File: config.mk
export PLATFORM = sky130hd
export DESIGN_NAME = div_32_ctrl
export DESIGN_NICKNAME = d
export VERILOG_FILES = /design/src/rtl/div_pkg.sv /design/src/rtl/div_step.sv /design/src/rtl/div_32_ctrl.sv
export SDC_FILE = /design/constraint.sdc
export NUM_CORES = 1
export LEC_CHECK = 0
export CAP_MARGIN = 20
export CORE_MARGIN = 2
export CORE_UTILIZATION = 60
export DETAILED_ROUTE_END_ITERATION = 7
export PLACE_DENSITY_LB_ADDON = 0.3
export SLEW_MARGIN = 15
export SYNTH_ARGS = -nofsm -noshare
export SYNTH_HDL_FRONTEND = slang
export SYNTH_HIERARCHICAL = 1
export SYNTH_SLANG_ARGS = --single-unit
File: constraint.sdc
create_clock -name clock -period 5.4 [get_ports clock]
set_clock_uncertainty 0.15 [all_clocks]
set_input_delay 0.81 -clock clock [delete_from_list [all_inputs] [get_ports clock]]
set_output_delay 0.81 -clock clock [all_outputs]
set_load 0.01 [all_outputs]
File: src/rtl/div_pkg.sv
// Shared constants for the 32-bit non-restoring divider sequencer.
//   WIDTH  : operand width (result is 2*WIDTH)
//   ITERS  : number of shift/add-subtract iterations
//   CNT_W  : iteration counter width
//   S_*    : sequencer state encodings
//   abs_val: two's-complement magnitude, applied only when en=1
package div_pkg;

   localparam int WIDTH = 32;
   localparam int ITERS = WIDTH;
   localparam int CNT_W = (ITERS > 1) ? $clog2(ITERS) : 1;

   localparam logic [2:0] S_IDLE  = 3'd0;
   localparam logic [2:0] S_PREP  = 3'd1;
   localparam logic [2:0] S_ITER  = 3'd2;
   localparam logic [2:0] S_FIXUP = 3'd3;
   localparam logic [2:0] S_DONE  = 3'd4;

   // Result is taken as unsigned, so |-2^(W-1)| comes out exact.
   function automatic logic [WIDTH-1:0] abs_val(input logic [WIDTH-1:0] v,
                                                input logic             en);
      return (en && v[WIDTH-1]) ? (~v + 1'b1) : v;
   endfunction

endpackage

File: src/rtl/div_step.sv
// One combinational non-restoring division step.
//   a_i [W:0]   partial remainder (sign in bit W)
//   q_i [W-1:0] quotient/dividend shift register
//   m_i [W-1:0] divisor magnitude
//   a_o, q_o    values after shifting {A,Q} left and add/subtracting M
module div_step
   import div_pkg::*;
#(
   parameter int W = WIDTH
) (
   input  logic [W:0]   a_i,
   input  logic [W-1:0] q_i,
   input  logic [W-1:0] m_i,
   output logic [W:0]   a_o,
   output logic [W-1:0] q_o
);

   logic [W:0] a_sh;

   always_comb begin
      a_sh = {a_i[W-1:0], q_i[W-1]};
      // Direction depends on the sign of A before the shift.
      a_o  = a_i[W] ? (a_sh + {1'b0, m_i}) : (a_sh - {1'b0, m_i});
      q_o  = {q_i[W-2:0], ~a_o[W]};
   end

endmodule

File: src/rtl/div_32_ctrl.sv
// Multi-cycle sequencer for a 32-bit non-restoring divider.
//   clock     : rising-edge clock
//   clear_n   : synchronous active-low reset
//   start     : request, sampled only while idle
//   signed_op : 1 = two's-complement, 0 = unsigned
//   a_in/b_in : dividend / divisor, latched on accept
//   busy      : high whenever the sequencer is not idle
//   done      : one-cycle completion pulse
//   dbz       : divide-by-zero flag, held until next accept
//   z_out     : {remainder, quotient}, held until next completion
module div_32_ctrl
   import div_pkg::*;
#(
   parameter int WIDTH = div_pkg::WIDTH,
   parameter int ITERS = WIDTH
) (
   input  logic               clock,
   input  logic               clear_n,
   input  logic               start,
   input  logic               signed_op,
   input  logic [WIDTH-1:0]   a_in,
   input  logic [WIDTH-1:0]   b_in,
   output logic               busy,
   output logic               done,
   output logic               dbz,
   output logic [2*WIDTH-1:0] z_out
);

   localparam int CW = (ITERS > 1) ? $clog2(ITERS) : 1;

   logic [2:0]         state_q, state_d;
   logic [WIDTH-1:0]   ain_q, ain_d, bin_q, bin_d;
   logic               sgn_q, sgn_d;
   logic [WIDTH:0]     acc_q, acc_d;
   logic [WIDTH-1:0]   quo_q, quo_d, m_q, m_d;
   logic [CW-1:0]      cnt_q, cnt_d;
   logic               negq_q, negq_d, negr_q, negr_d;
   logic               dbz_q, dbz_d;
   logic [2*WIDTH-1:0] z_q, z_d;

   logic [WIDTH:0]     step_a;
   logic [WIDTH-1:0]   step_q;
   logic [WIDTH-1:0]   rem;

   div_step #(.W(WIDTH)) u_step (
      .a_i (acc_q),
      .q_i (quo_q),
      .m_i (m_q),
      .a_o (step_a),
      .q_o (step_q)
   );

   always_comb begin
      state_d = state_q;
      ain_d   = ain_q;
      bin_d   = bin_q;
      sgn_d   = sgn_q;
      acc_d   = acc_q;
      quo_d   = quo_q;
      m_d     = m_q;
      cnt_d   = cnt_q;
      negq_d  = negq_q;
      negr_d  = negr_q;
      dbz_d   = dbz_q;
      z_d     = z_q;
      // Restore a negative final remainder by adding M back.
      rem     = acc_q[WIDTH] ? (acc_q[WIDTH-1:0] + m_q) : acc_q[WIDTH-1:0];
      case (state_q)
         S_IDLE: if (start) begin
            ain_d   = a_in;
            bin_d   = b_in;
            sgn_d   = signed_op;
            dbz_d   = 1'b0;
            state_d = S_PREP;
         end
         S_PREP: if (bin_q == '0) begin
            // Raw latched dividend goes out as the remainder.
            z_d     = {ain_q, {WIDTH{1'b1}}};
            dbz_d   = 1'b1;
            state_d = S_DONE;
         end else begin
            negq_d  = sgn_q & (ain_q[WIDTH-1] ^ bin_q[WIDTH-1]);
            negr_d  = sgn_q & ain_q[WIDTH-1];
            acc_d   = '0;
            quo_d   = abs_val(ain_q, sgn_q);
            m_d     = abs_val(bin_q, sgn_q);
            cnt_d   = '0;
            state_d = S_ITER;
         end
         S_ITER: begin
            acc_d = step_a;
            quo_d = step_q;
            cnt_d = cnt_q + CW'(1);
            if (cnt_q == CW'(ITERS - 1)) state_d = S_FIXUP;
         end
         S_FIXUP: begin
            z_d     = {negr_q ? (~rem + 1'b1) : rem,
                       negq_q ? (~quo_q + 1'b1) : quo_q};
            state_d = S_DONE;
         end
         S_DONE:  state_d = S_IDLE;
         default: state_d = S_IDLE;
      endcase
   end

   always_ff @(posedge clock) begin
      if (!clear_n) begin
         state_q <= S_IDLE;
         ain_q   <= '0;
         bin_q   <= '0;
         sgn_q   <= 1'b0;
         acc_q   <= '0;
         quo_q   <= '0;
         m_q     <= '0;
         cnt_q   <= '0;
         negq_q  <= 1'b0;
         negr_q  <= 1'b0;
         dbz_q   <= 1'b0;
         z_q     <= '0;
      end else begin
         state_q <= state_d;
         ain_q   <= ain_d;
         bin_q   <= bin_d;
         sgn_q   <= sgn_d;
         acc_q   <= acc_d;
         quo_q   <= quo_d;
         m_q     <= m_d;
         cnt_q   <= cnt_d;
         negq_q  <= negq_d;
         negr_q  <= negr_d;
         dbz_q   <= dbz_d;
         z_q     <= z_d;
      end
   end

   assign busy  = (state_q != S_IDLE);
   assign done  = (state_q == S_DONE);
   assign dbz   = dbz_q;
   assign z_out = z_q;

endmodule

======== Yosys cells after proc, flatten, opt, wreduce, memory -nomap -nowiden ========
Index checks and enable logic that the tools add are counted.
storage, ports and cells
  register bits after elaboration ......... 237
  latch bits .............................. 0
  RAM bits ................................ 0
  bits in read-only memories .............. 0
  memories ................................ 0
cells by class
  add/sub/neg operators ................... 8
  $mul .................................... 0
  divide/modulo/power cells ............... 0
  order comparisons ....................... 0
  equality and inequality tests ........... 9
  shifts and indexed selects .............. 0
  mux-type cells .......................... 21
  bitwise gates (word level) .............. 9
  reduce and logical (&&, ||, !) cells .... 14
operators with widths
  cell                                            count
  two-way mux 32 bit                              6
  adder 32 x 1 -> 32 bit (second input constant)  4
  NOT 32 bit                                      4
  one-hot mux 64 bit (2 select lines)             1
  two-way mux 33 bit                              2
  one-hot mux 33 bit (2 select lines)             1
  two-way mux 64 bit                              1
  one-hot mux 32 bit (2 select lines)             1
  adder 33 x 32 -> 33 bit                         1
  subtractor 33 x 32 -> 33 bit                    1
  adder 32 bit                                    1
  zero test 32 bit                                1
  one-hot mux 3 bit (4 select lines)              1
  one-hot mux 5 bit (2 select lines)              1
  AND reduction 2 bit                             5
  two-way mux 3 bit                               3
  != test 2 bit (second input constant)           4
  == test 3 x 2 -> 1 bit (second input constant)  2
  nonzero test 2 bit                              3
  adder 5 x 1 -> 5 bit (second input constant)    1
  == test 5 bit (second input constant)           1
  two-way mux 5 bit                               1
  == test 3 x 1 -> 1 bit (second input constant)  1
  == test 3 bit (second input constant)           1
  9 further kinds                                 13

======== Logic depth before layout (Yosys ltp) ========
  word-level depth ........................ 6
  gate-level depth with buffers ........... 21

======== Hierarchy ========
The synthesis kept the hierarchy.
modules (own cells, without submodules)
  module       times used  cells each  area each (µm²)
  div_32_ctrl  1           1800        14311.2
  div_step     1           359         2552.4

======== Worst setup path after synthesis ========
No wires, ideal clock.
  path type ............................... register to register
  start ................................... register acc_q[0]
  end ..................................... register z_q[63] (netlist: z_out[63])
  library setup time ...................... 0.129 ns
  arrival time ............................ 3.609 ns
  data required time ...................... 5.121 ns
  slack ................................... 1.512 ns
  cell stages (with the launch flop) ...... 14
  path through ............................ dfxtp_1 -> ha_1 -> fa_1 -> a211oi_2 -> o31ai_4 -> a21o_4 -> a221oi_4 -> nand2_2 -> nor4_2 -> nand3_1 -> or4b_4 -> o41ai_4 -> xnor2_1 -> a21oi_2
between the ends
  word-level cells in the longest chain between the ends .. 6
RTL lines
  item                                     RTL line            source
  start, declared                          div_32_ctrl.sv:34   logic [WIDTH:0] acc_q, acc_d;
  start signal, assigned                   div_32_ctrl.sv:112  acc_q <= '0;
  start signal, assigned                   div_32_ctrl.sv:125  acc_q <= acc_d;
  adder 32 bit                             div_32_ctrl.sv:67   rem = acc_q[WIDTH] ? (acc_q[WIDTH-1:0] + m_q) : acc_q[WIDTH-1:0];
  two-way mux 32 bit (*)                   div_32_ctrl.sv:67
  NOT 32 bit                               div_32_ctrl.sv:97   z_d = {negr_q ? (~rem + 1'b1) : rem,
  adder 32 x 1 -> 32 bit                   div_32_ctrl.sv:97
  two-way mux 32 bit (*)                   div_32_ctrl.sv:97
  one-hot mux 64 bit (2 select lines) (*)  div_32_ctrl.sv:68   case (state_q)
  end signal, assigned                     div_32_ctrl.sv:132  z_q <= z_d;
  end, declared                            div_32_ctrl.sv:39   logic [2*WIDTH-1:0] z_q, z_d;
Mark *: on every way between the ends. The rest lies on a longest branch, timed or not.
A chain may end at the register's enable or synchronous reset.

======== Final worst setup path ========
  start ................................... register bin_q[9]
  end ..................................... register quo_q[0]
between the ends
  word-level cells in the longest chain between the ends .. 3
RTL lines
  item                                  RTL line            source
  start, declared                       div_32_ctrl.sv:32   logic [WIDTH-1:0] ain_q, ain_d, bin_q, bin_d;
  start signal, assigned                div_32_ctrl.sv:123  bin_q <= bin_d;
  zero test 32 bit                      div_32_ctrl.sv:76   S_PREP: if (bin_q == '0) begin
  != test 2 bit (no source line)        n/a
  AND reduction 2 bit (no source line)  n/a
  end signal, assigned                  div_32_ctrl.sv:126  quo_q <= quo_d;
  end, declared                         div_32_ctrl.sv:35   logic [WIDTH-1:0] quo_q, quo_d, m_q, m_d;
No other way between the ends.

==> flow_summary.ini <==
[routing]
via_count = 16300
drtPass1Iterations = 5
m1WireLength_um = 21000
wl_met3_um = 3810
drcViolationCount = 0
dr.max_layer_used = met4
route.met2.wl_um = 22900
ant_nets = 0
wl_um = 49200
drt-wirelength-per-cell_um = 19.2
viasPerCell = 6.38
initialDrtViolationCount = 1688

[logic_synthesis]
netlist_area_mm2 = 0.0169
syn-instance-count = 2159
synthArstFlopShare_pct = 0
ys_seq_area_share_pct = 28.1
ys.flop_type = dfxtp_1
synth_edf_count = 0
synth_seq_cells = 237
ys_warn_count = 6
syn_avg_cell_area_um2 = 7.81
synth_cell_types = 101
syn-num-nets = 2300

[critical_path]
path_max_fanout = 34
regToRegSetupSlack_ns = 1.01
start_kind = flip-flop
crit_required_ns = 5.74
cp.arrival_ns = 4.73
r2r_start = bin_q[9]
worstRegToRegCells = 11
timing.rr.end = quo_q[0]
crit_path_end_kind = flip-flop
crit_type = flip-flop to flip-flop

[layout]
area_growth_pct = 12.1
final_cell_mix = 401 x nand2_1, 236 x dfxtp_1, 133 x a21boi_0, 133 x clkdlybuf4s50_1, 116 x a21oi_1
fin_nets = 2304
layoutNonFillerInstCount = 2560
fillers = 2259
antennaDiodeCount = 0
final_common_cell = nand2_1
stdcell_area_mm2 = 0.0189
drive_gt1_share_pct = 6.14

[floorplan]
pin_count = 135
die_y_um = 172
start_util_pct = 60.9
die_area_mm2 = 0.0295
dieWidth_um = 172
coreArea_mm2 = 0.0277
row_count = 61

[sta]
drv_slew = 0
setup_viol = 0
final.min_clock_period_ns = 4.39
setup_tns_ns = 0
timing.fmax_ghz = 0.228
slew_headroom_pct = 28.2
fin_hold_ws_ns = 0.308
rsz0062_at_grt = no
period_share_pct = 81.3
hold_viol_final = 0
worst_pin_slew_ns = 1.07

[place]
finalWeightedCongestion = 0.966
place_hpwl_um = 36500
port_buffers = 134
dp.cells = 2512
dpl_cell_area_mm2 = 0.0180

[cts]
clkTransAtPathRegs_ns = 0.06
root_buffer = clkbuf_16
tritoncts = done
post_cts_buffers = 0
holdBufCountCts = 0
cts_buffer_depth = 3
postCtsResizedCells = 0
clk_latency_ns = 0.54
numCtsBuffers = 26
h-tree-depth = 1
clock_sinks = 237

[global_route]
antenna_found_initial = 0
grt_max_degree = 94
gr-total-overflow = 0
grt_pass1_wl_um = 77700
track_usage_pct = 32.6
grt_pass1_vias = 14800

[outcome]
outcome = finished clean

[flow_run]
drv_cap = 0

[worst_hold_path]
min_to = z_out[53]
hp-class = flip-flop to flip-flop
min_from = z_out[53]
hold_depth = 2

[power]
p_per_area_mw_per_mm2 = 329
leakagePower_nw = 7.34
p_total_mw = 6.21
ir_drop_uv = 246
[sequential cells by signal, indices dropped and copies added (netlist names)]
register	cells
acc_q	33
ain_q	32
bin_q	32
cnt_q	5
dbz	1
m_q	32
negq_q	1
negr_q	1
quo_q	32
sgn_q	1
state_q	3
z_out	64
[cell type report]
type,count,area [um2],area share (%)
multi-input combinational,1708,11100,58.9
sequential,237,4750,25.1
inverter,35,131,0.695
clock inverter,14,166,0.881
tap,378,473,2.50
clock buffer,33,728,3.85
timing repair buffer,155,1520,8.04
[through the flow]
| step | setup slack [ns] | util, % |
|---|---|---|
| after CTS | 1.05 | 68.1 |
| after detailed placement | 1.10 | 64.9 |
| after global routing | 0.593 | 68.2 |
| final | 1.01 | 68.2 |
| after floorplan | 1.51 | - |
| after global placement | 1.17 | 64.9 |
[cells in the mapped netlist (35+ instances only)]
| master | number | share of area (%) |
|---|---|---|
| a21boi_0 | 133 | 5.9 |
| a21oi_1 | 116 | 3.4 |
| buf_4 | 37 | 1.6 |
| clkbuf_1 | 98 | 2.2 |
| dfxtp_1 | 237 | 28 |
| ha_1 | 71 | 5.3 |
| inv_1 | 35 | 0.78 |
| nand2_1 | 403 | 9.0 |
| nand3_1 | 69 | 2.0 |
| nor2_1 | 100 | 2.2 |
| o211ai_1 | 44 | 2.0 |
| o21ai_0 | 87 | 2.6 |
| xnor2_1 | 90 | 4.7 |
| xor2_1 | 100 | 5.2 |
[cell families after synthesis]
group	after synthesis	share of synthesized area, %
fa+ha+maj	73	5.51
flops	237	28.1
mux	19	1.16
buf+inv	214	5.93
simple gates	777	21.5
xor+xnor	191	9.96
compound gates	648	27.8
[critical path, stage by stage, from the launching register on]
cell,delay (ns)
dfxtp_1,0.36
or4_1,0.59
nor3_1,0.28
nor3b_1,0.39
nand3_1,0.25
or4_1,0.61
nor2b_1,0.25
nand2_1,0.45
buf_4,0.48
nand2_1,0.10
o211ai_1,0.21
o211a_1,0.21
[routing by layer]
metal	global-route usage, %	vias up
met2	54.3	726
met1	43.9	7794
met4	9.62	0
li1	-	7708
met3	4.35	106
met5	0	-
[how the worst max path moves through the flow]
stage / start / to / slack, ns / depth (start not counted)
floorplan: acc_q[0] / z_out[63] / 1.51 / 13
global placement: acc_q[0] / z_out[63] / 1.17 / 13
detailed placement: bin_q[9] / quo_q[0] / 1.10 / 11
CTS: bin_q[9] / quo_q[0] / 1.05 / 11
global route: m_q[12] / z_out[61] / 0.59 / 12
finish: bin_q[9] / quo_q[0] / 1.01 / 11
[power by group]
part / switching (mW) / total [mW] / internal (mW)
logic: 1.34 / 2.26 / 0.920
registers: 0.213 / 2.08 / 1.87
clock network: 0.764 / 1.86 / 1.10
total: 2.32 / 6.21 / 3.89
Note: power is estimated with default switching activity, not from simulation.
